File: src/rtl/sdram_port_arbiter_if.sv
// sdram_port_arbiter_if: requester-side and SDRAM-controller-side signals of the port arbiter
interface sdram_port_arbiter_if #(
  parameter int ADDR_W = 24,
  parameter int DATA_W = 8
);
  logic [2:0] req, we, ack, grant;
  logic [ADDR_W-1:0] addr0, addr1, addr2, sd_addr;
  logic [DATA_W-1:0] din0, din1, din2, dout, sd_din, sd_dout;
  logic busy, timeout_err, sd_req, sd_we, sd_ready;
  modport slave (
    input  req, addr0, addr1, addr2, we, din0, din1, din2, sd_ready, sd_dout,
    output ack, dout, grant, busy, timeout_err, sd_req, sd_addr, sd_we, sd_din
  );
  modport master (
    output req, addr0, addr1, addr2, we, din0, din1, din2, sd_ready, sd_dout,
    input  ack, dout, grant, busy, timeout_err, sd_req, sd_addr, sd_we, sd_din
  );
endinterface

File: src/rtl/sdram_port_arbiter.sv
// sdram_port_arbiter: shares one SDRAM command port between CPU (fixed priority), disk and ioctl
// (round-robin), one transaction at a time, with a watchdog that aborts a stalled controller.
module sdram_port_arbiter #(
  parameter int ADDR_W  = 24,
  parameter int DATA_W  = 8,
  parameter int TIMEOUT = 255
) (
  input logic clk_sys,
  input logic reset_n,
  sdram_port_arbiter_if.slave bus
);
  typedef enum logic [1:0] {IDLE, ISSUE, WAIT, DONE} state_t;
  state_t state, state_nxt;
  logic rr;
  logic [15:0] cnt;
  logic [2:0] win;
  logic tmo;
  always_ff @(posedge clk_sys or negedge reset_n)
    if (!reset_n) state <= IDLE;
    else state <= state_nxt;
  // rr=0 prefers disk, rr=1 prefers ioctl; a lone disk/ioctl request wins on its own
  always_comb begin
    win = bus.req[0] ? 3'b001 :
          (bus.req[1] && bus.req[2]) ? (rr ? 3'b100 : 3'b010) :
          {bus.req[2], bus.req[1], 1'b0};
    tmo = cnt == 16'(TIMEOUT - 1);
    state_nxt = state == IDLE  ? (win != 3'b000 ? ISSUE : IDLE) :
                state == ISSUE ? WAIT :
                state == WAIT  ? ((bus.sd_ready || tmo) ? DONE : WAIT) :
                IDLE;
    bus.ack = state == DONE ? bus.grant : 3'b000;
    bus.sd_req = state == ISSUE;
    bus.busy = state != IDLE;
  end
  always_ff @(posedge clk_sys or negedge reset_n)
    if (!reset_n) begin
      bus.grant <= 3'b000;
      bus.sd_addr <= {ADDR_W{1'b0}};
      bus.sd_we <= 1'b0;
      bus.sd_din <= {DATA_W{1'b0}};
      bus.dout <= {DATA_W{1'b0}};
      bus.timeout_err <= 1'b0;
      rr <= 1'b0;
      cnt <= 16'd0;
    end else begin
      if (state == IDLE && win != 3'b000) begin
        bus.grant <= win;
        bus.sd_addr <= win[0] ? bus.addr0 : win[1] ? bus.addr1 : bus.addr2;
        bus.sd_we <= |(win & bus.we);
        bus.sd_din <= win[0] ? bus.din0 : win[1] ? bus.din1 : bus.din2;
      end
      // sd_ready is checked before the watchdog so a last-cycle completion is not flagged
      if (state == WAIT) begin
        if (bus.sd_ready) bus.dout <= bus.sd_dout;
        else if (tmo) begin
          bus.dout <= {DATA_W{1'b1}};
          bus.timeout_err <= 1'b1;
        end else cnt <= cnt + 16'd1;
      end
      if (state == DONE) begin
        bus.grant <= 3'b000;
        cnt <= 16'd0;
        rr <= bus.grant[1] | (rr & ~bus.grant[2]);
      end
    end
endmodule

File: src/flat_wrapper.sv
// flat-port wrapper written by rule: the top's interface ports become plain ports
module sdram_port_arbiter_flat 
#(
  parameter int ADDR_W  = 24,
  parameter int DATA_W  = 8,
  parameter int TIMEOUT = 255
)
  (clk_sys, reset_n, bus_req, bus_addr0, bus_addr1, bus_addr2, bus_we, bus_din0, bus_din1, bus_din2, bus_sd_ready, bus_sd_dout, bus_ack, bus_dout, bus_grant, bus_busy, bus_timeout_err, bus_sd_req, bus_sd_addr, bus_sd_we, bus_sd_din);
  sdram_port_arbiter_if #(.ADDR_W(ADDR_W), .DATA_W(DATA_W)) bus_i ();
  input logic clk_sys;
  input logic reset_n;
  input wire logic [$bits(bus_i.req)-1:0] bus_req;
  input wire logic [$bits(bus_i.addr0)-1:0] bus_addr0;
  input wire logic [$bits(bus_i.addr1)-1:0] bus_addr1;
  input wire logic [$bits(bus_i.addr2)-1:0] bus_addr2;
  input wire logic [$bits(bus_i.we)-1:0] bus_we;
  input wire logic [$bits(bus_i.din0)-1:0] bus_din0;
  input wire logic [$bits(bus_i.din1)-1:0] bus_din1;
  input wire logic [$bits(bus_i.din2)-1:0] bus_din2;
  input wire logic [$bits(bus_i.sd_ready)-1:0] bus_sd_ready;
  input wire logic [$bits(bus_i.sd_dout)-1:0] bus_sd_dout;
  output wire logic [$bits(bus_i.ack)-1:0] bus_ack;
  output wire logic [$bits(bus_i.dout)-1:0] bus_dout;
  output wire logic [$bits(bus_i.grant)-1:0] bus_grant;
  output wire logic [$bits(bus_i.busy)-1:0] bus_busy;
  output wire logic [$bits(bus_i.timeout_err)-1:0] bus_timeout_err;
  output wire logic [$bits(bus_i.sd_req)-1:0] bus_sd_req;
  output wire logic [$bits(bus_i.sd_addr)-1:0] bus_sd_addr;
  output wire logic [$bits(bus_i.sd_we)-1:0] bus_sd_we;
  output wire logic [$bits(bus_i.sd_din)-1:0] bus_sd_din;
  assign bus_i.req = bus_req;
  assign bus_i.addr0 = bus_addr0;
  assign bus_i.addr1 = bus_addr1;
  assign bus_i.addr2 = bus_addr2;
  assign bus_i.we = bus_we;
  assign bus_i.din0 = bus_din0;
  assign bus_i.din1 = bus_din1;
  assign bus_i.din2 = bus_din2;
  assign bus_i.sd_ready = bus_sd_ready;
  assign bus_i.sd_dout = bus_sd_dout;
  assign bus_ack = bus_i.ack;
  assign bus_dout = bus_i.dout;
  assign bus_grant = bus_i.grant;
  assign bus_busy = bus_i.busy;
  assign bus_timeout_err = bus_i.timeout_err;
  assign bus_sd_req = bus_i.sd_req;
  assign bus_sd_addr = bus_i.sd_addr;
  assign bus_sd_we = bus_i.sd_we;
  assign bus_sd_din = bus_i.sd_din;
  sdram_port_arbiter #(.ADDR_W(ADDR_W), .DATA_W(DATA_W), .TIMEOUT(TIMEOUT)) u_core (.clk_sys(clk_sys), .reset_n(reset_n), .bus(bus_i));
endmodule
File: config.mk
export PLATFORM = sky130hd
export DESIGN_NAME = sdram_port_arbiter_flat
export DESIGN_NICKNAME = d
export VERILOG_FILES = /design/src/rtl/sdram_port_arbiter_if.sv /design/src/rtl/sdram_port_arbiter.sv /design/src/flat_wrapper.sv
export SDC_FILE = /design/constraint.sdc
export NUM_CORES = 1
export LEC_CHECK = 0
export CORE_ASPECT_RATIO = 0.75
export CORE_MARGIN = 2
export CORE_UTILIZATION = 45
export CTS_BUF_LIST = sky130_fd_sc_hd__clkbuf_2
export CTS_CLUSTER_SIZE = 8
export DETAILED_ROUTE_END_ITERATION = 16
export PLACE_DENSITY = 0.91
export SLEW_MARGIN = 20
export SYNTH_ARGS = -nofsm -noshare
export SYNTH_HDL_FRONTEND = slang
export SYNTH_SLANG_ARGS = --single-unit
File: constraint.sdc
create_clock -name clk_sys -period 5 [get_ports clk_sys]
set_input_delay 0.5 -clock clk_sys [delete_from_list [all_inputs] [get_ports clk_sys]]
set_output_delay 0.5 -clock clk_sys [all_outputs]
set_load 0.05 [all_outputs]
==> results by group <==
Status
  • Status: finished clean

CTS
  • CTS tree: done
  • Clock buffer depth: 2
  • CTS Buf Count: 9
  • Hold_buf cts: 0
  • Reg clk slew, reported paths: 0.20 ns
  • Post-CTS Setup Inserts: 0
  • Post-CTS sizing: 0
  • Clock latency on the worst-skew pair: 0.52 ns
  • H-tree levels: 3
  • Root Buffer: clkbuf_2
  • Clock sink total: 64

Place
  • Number of port buffers: 162
  • Placed cell areas: 4940 sq um
  • Hpwl dp: 7370 um
  • GP Congestion: 0.840

Routing
  • Post-DR vias/cell: 5.50
  • Remaining DRCs: 0
  • Post-route ant nets: 0
  • Pre-Repair DR Iteration Count: 4
  • Detailed-route wire length per cell: 16.9 um
  • DR vias: 3327
  • Post-Route WL: 10200 um
  • Initial DRC Count: 163

Worst hold path
  • Hold crit path type: in2async

Global routing
  • Pin count of the biggest net entering global routing: 65
  • Total grt overflow: 0
  • Antenna violations before repair: 0
  • First-pass GRT wire length: 16200 um
  • Total Routing Usage GR: 0.263
  • Vias in the first global route: 3427

Worst setup path
  • Critical setup path kind: reg2out
  • Worst reg-to-reg path cell count: 6
  • Worst flop-to-flop path endpoint: u_core.cnt[12]
  • Startpoint Class: register
  • Crit path DAT: 2.76 ns
  • RR Startpoint: u_core.state[0]
  • CP required: 4.50 ns
  • Worst Path Max Fanout: 27
  • Flop-to-flop setup slack: 2.89 ns
  • Element type at the critical path end: output port

Synthesis
  • Mean post-synth cell area: 9.39 sq um
  • Sequential area share after synthesis: 0.496
  • Share of synthesized flip-flops with an asynchronous set or reset: 1.00
  • YS warnings: 0
  • Post-synth EDFFs: 0
  • Mapped Cells: 344
  • Flops & latches, synth: 64
  • Mapped Area: 3230 sq um
  • Top FF cell, synth: dfrtp_1
  • Unique masters post-synth: 41
  • Post-Synthesis Net Count: 463

Timing
  • RSZ-0062 raised after global routing: false
  • Tmin final: 3.26 ns
  • Setup violations, final: 0
  • Clock skew: 0.0210 ns
  • Final Cycle Share: 0.651
  • Worst Tran Pin Value: 0.862 ns
  • Headroom to the max-slew limit: 0.426
  • Fin. max-slew vios: 0
  • Worst hold slack: 0.0995 ns
  • Fmax: 307 MHz
  • Fin Setup TNS: 0 ns
  • Hold Vio Cnt, Final: 0

Power and ir drop
  • Leakage power: 2.01 nW
  • VDD IR max: 0.000493 V
  • Power per Cell Area: 582 nW/um^2

Final layout
  • Share of cells above drive strength 1: 0.0671
  • Area grow syn2layout: 57.3%
  • Final instance area: 5080 sq um
  • ANT cells: 0
  • Final nets: 621
  • Post-layout util: 0.737
  • Most frequent cells in the layout: clkdlybuf4s50_1, dfrtp_1, nor2_1, nand2_1
  • Most common cell after layout, fill and taps aside: clkdlybuf4s50_1

Floorplan
  • DIE AREA: 7880 sq um
  • Initial Utilization: 0.468
  • Core area: 6900 sq um
  • Cell Rows: 26
  • Die height: 77.4 um
  • Die W: 102 um
  • Boundary Pins: 163

Flow run
  • # Max-Cap Violations: 0
-- area by class of cell --
| class | instances | area [sq um] |
|---|---|---|
| Fill cell | 525 | 1810 |
| Timing Repair Buffer | 169 | 1670 |
| Clock inverter | 7 | 96.3 |
| Sequential cell | 64 | 1600 |
| Inverter | 8 | 30.0 |
| Clock buffer | 9 | 45.0 |
| Multi-Input combinational cell | 250 | 1520 |
| Tap cell | 98 | 123 |
-- state kept, by name, indices dropped and copies added (netlist names) --
signal                  flops
u_core.bus.dout             8
u_core.bus.grant            3
u_core.bus.sd_addr         24
u_core.bus.sd_din           8
u_core.bus.sd_we            1
u_core.bus.timeout_err      1
u_core.cnt                 16
u_core.rr                   1
u_core.state                2
-- per-layer routing --
metal / wire length, um / part of all wire / global-route usage / vias to the layer above
li1: - / - / - / 1573
met1: 4170 / 0.41 / 0.322 / 1596
met2: 5050 / 0.49 / 0.455 / 145
met3: 884 / 0.086 / 0.0793 / 13
met4: 133 / 0.013 / 0.0640 / 0
met5: 0 / 0 / 0 / -
-- cells in the mapped netlist, types with 2 or more instances --
| master | number | area [sq um] |
|---|---|---|
| dfrtp_1 | 64 | 1600 |
| nor2_1 | 46 | 173 |
| nand2_1 | 41 | 154 |
| a21oi_1 | 33 | 165 |
| a221oi_1 | 33 | 289 |
| clkbuf_1 | 16 | 60.1 |
| o21ai_0 | 9 | 45.0 |
| o21ai_1 | 9 | 45.0 |
| inv_1 | 8 | 30.0 |
| o22a_1 | 8 | 70.1 |
| nand3_1 | 7 | 35.0 |
| ha_1 | 6 | 75.1 |
| or3_1 | 6 | 37.5 |
| nand4_1 | 5 | 31.3 |
| nor2b_1 | 5 | 31.3 |
| nand2b_1 | 4 | 25.0 |
| nor3_1 | 4 | 20.0 |
| and4_1 | 3 | 26.3 |
| buf_1 | 3 | 11.3 |
| buf_2 | 3 | 15.0 |
| mux2_1 | 3 | 33.8 |
| or4_1 | 3 | 22.5 |
| a21o_1 | 2 | 15.0 |
| and2_1 | 2 | 12.5 |
| nor4_1 | 2 | 12.5 |
| nor4_2 | 2 | 25.0 |
| o31ai_1 | 2 | 15.0 |
| xnor2_1 | 2 | 17.5 |
-- metrics by stage --
stage	cells	worst slack, ns	power [W]
final	605	1.74	0.00296
after global routing	605	1.54	0.00312
after CTS	605	1.70	0.00298
after detailed placement	589	2.26	0.00260
after global placement	589	2.38	0.00255
after floorplan	344	3.05	0.00196
-- worst max path at each step --
stage,from,endpoint,slack [ns]
2_1_floorplan,u_core.state[0],bus_ack[0],3.05
3_3_place_gp,bus_req[0],u_core.bus.sd_din[0],2.38
3_5_place_dp,bus_req[0],u_core.bus.sd_addr[14],2.26
4_1_cts,u_core.state[1],bus_ack[1],1.70
5_1_grt,u_core.state[1],bus_ack[2],1.54
6_report,u_core.state[1],bus_ack[1],1.74
-- critical path, cell delays in order (launching register included) --
cell and delay (ns):
dfrtp_1 0.43, ha_1 0.74, and2_1 0.26, clkdlybuf4s50_1 0.81
-- cell families (layout without fill, tap and decap cells) --
family / after synthesis / count (layout) / share of synthesized area
simple gates: 135 / 135 / 0.204
compound gates: 103 / 103 / 0.222
mux: 3 / 3 / 0.0105
flops: 64 / 64 / 0.496
buf+inv: 30 / 193 / 0.0360
fa+ha+maj: 6 / 6 / 0.0232
xor+xnor: 3 / 3 / 0.00813
-- power breakdown --
group,leakage [nW],switching [W],internal (W)
Clock,0.0741,0.000208,0.000165
Combinational,1.17,0.00113,0.000612
Sequential,0.770,0.000129,0.000715
Power figures use the tool's default switching activity.
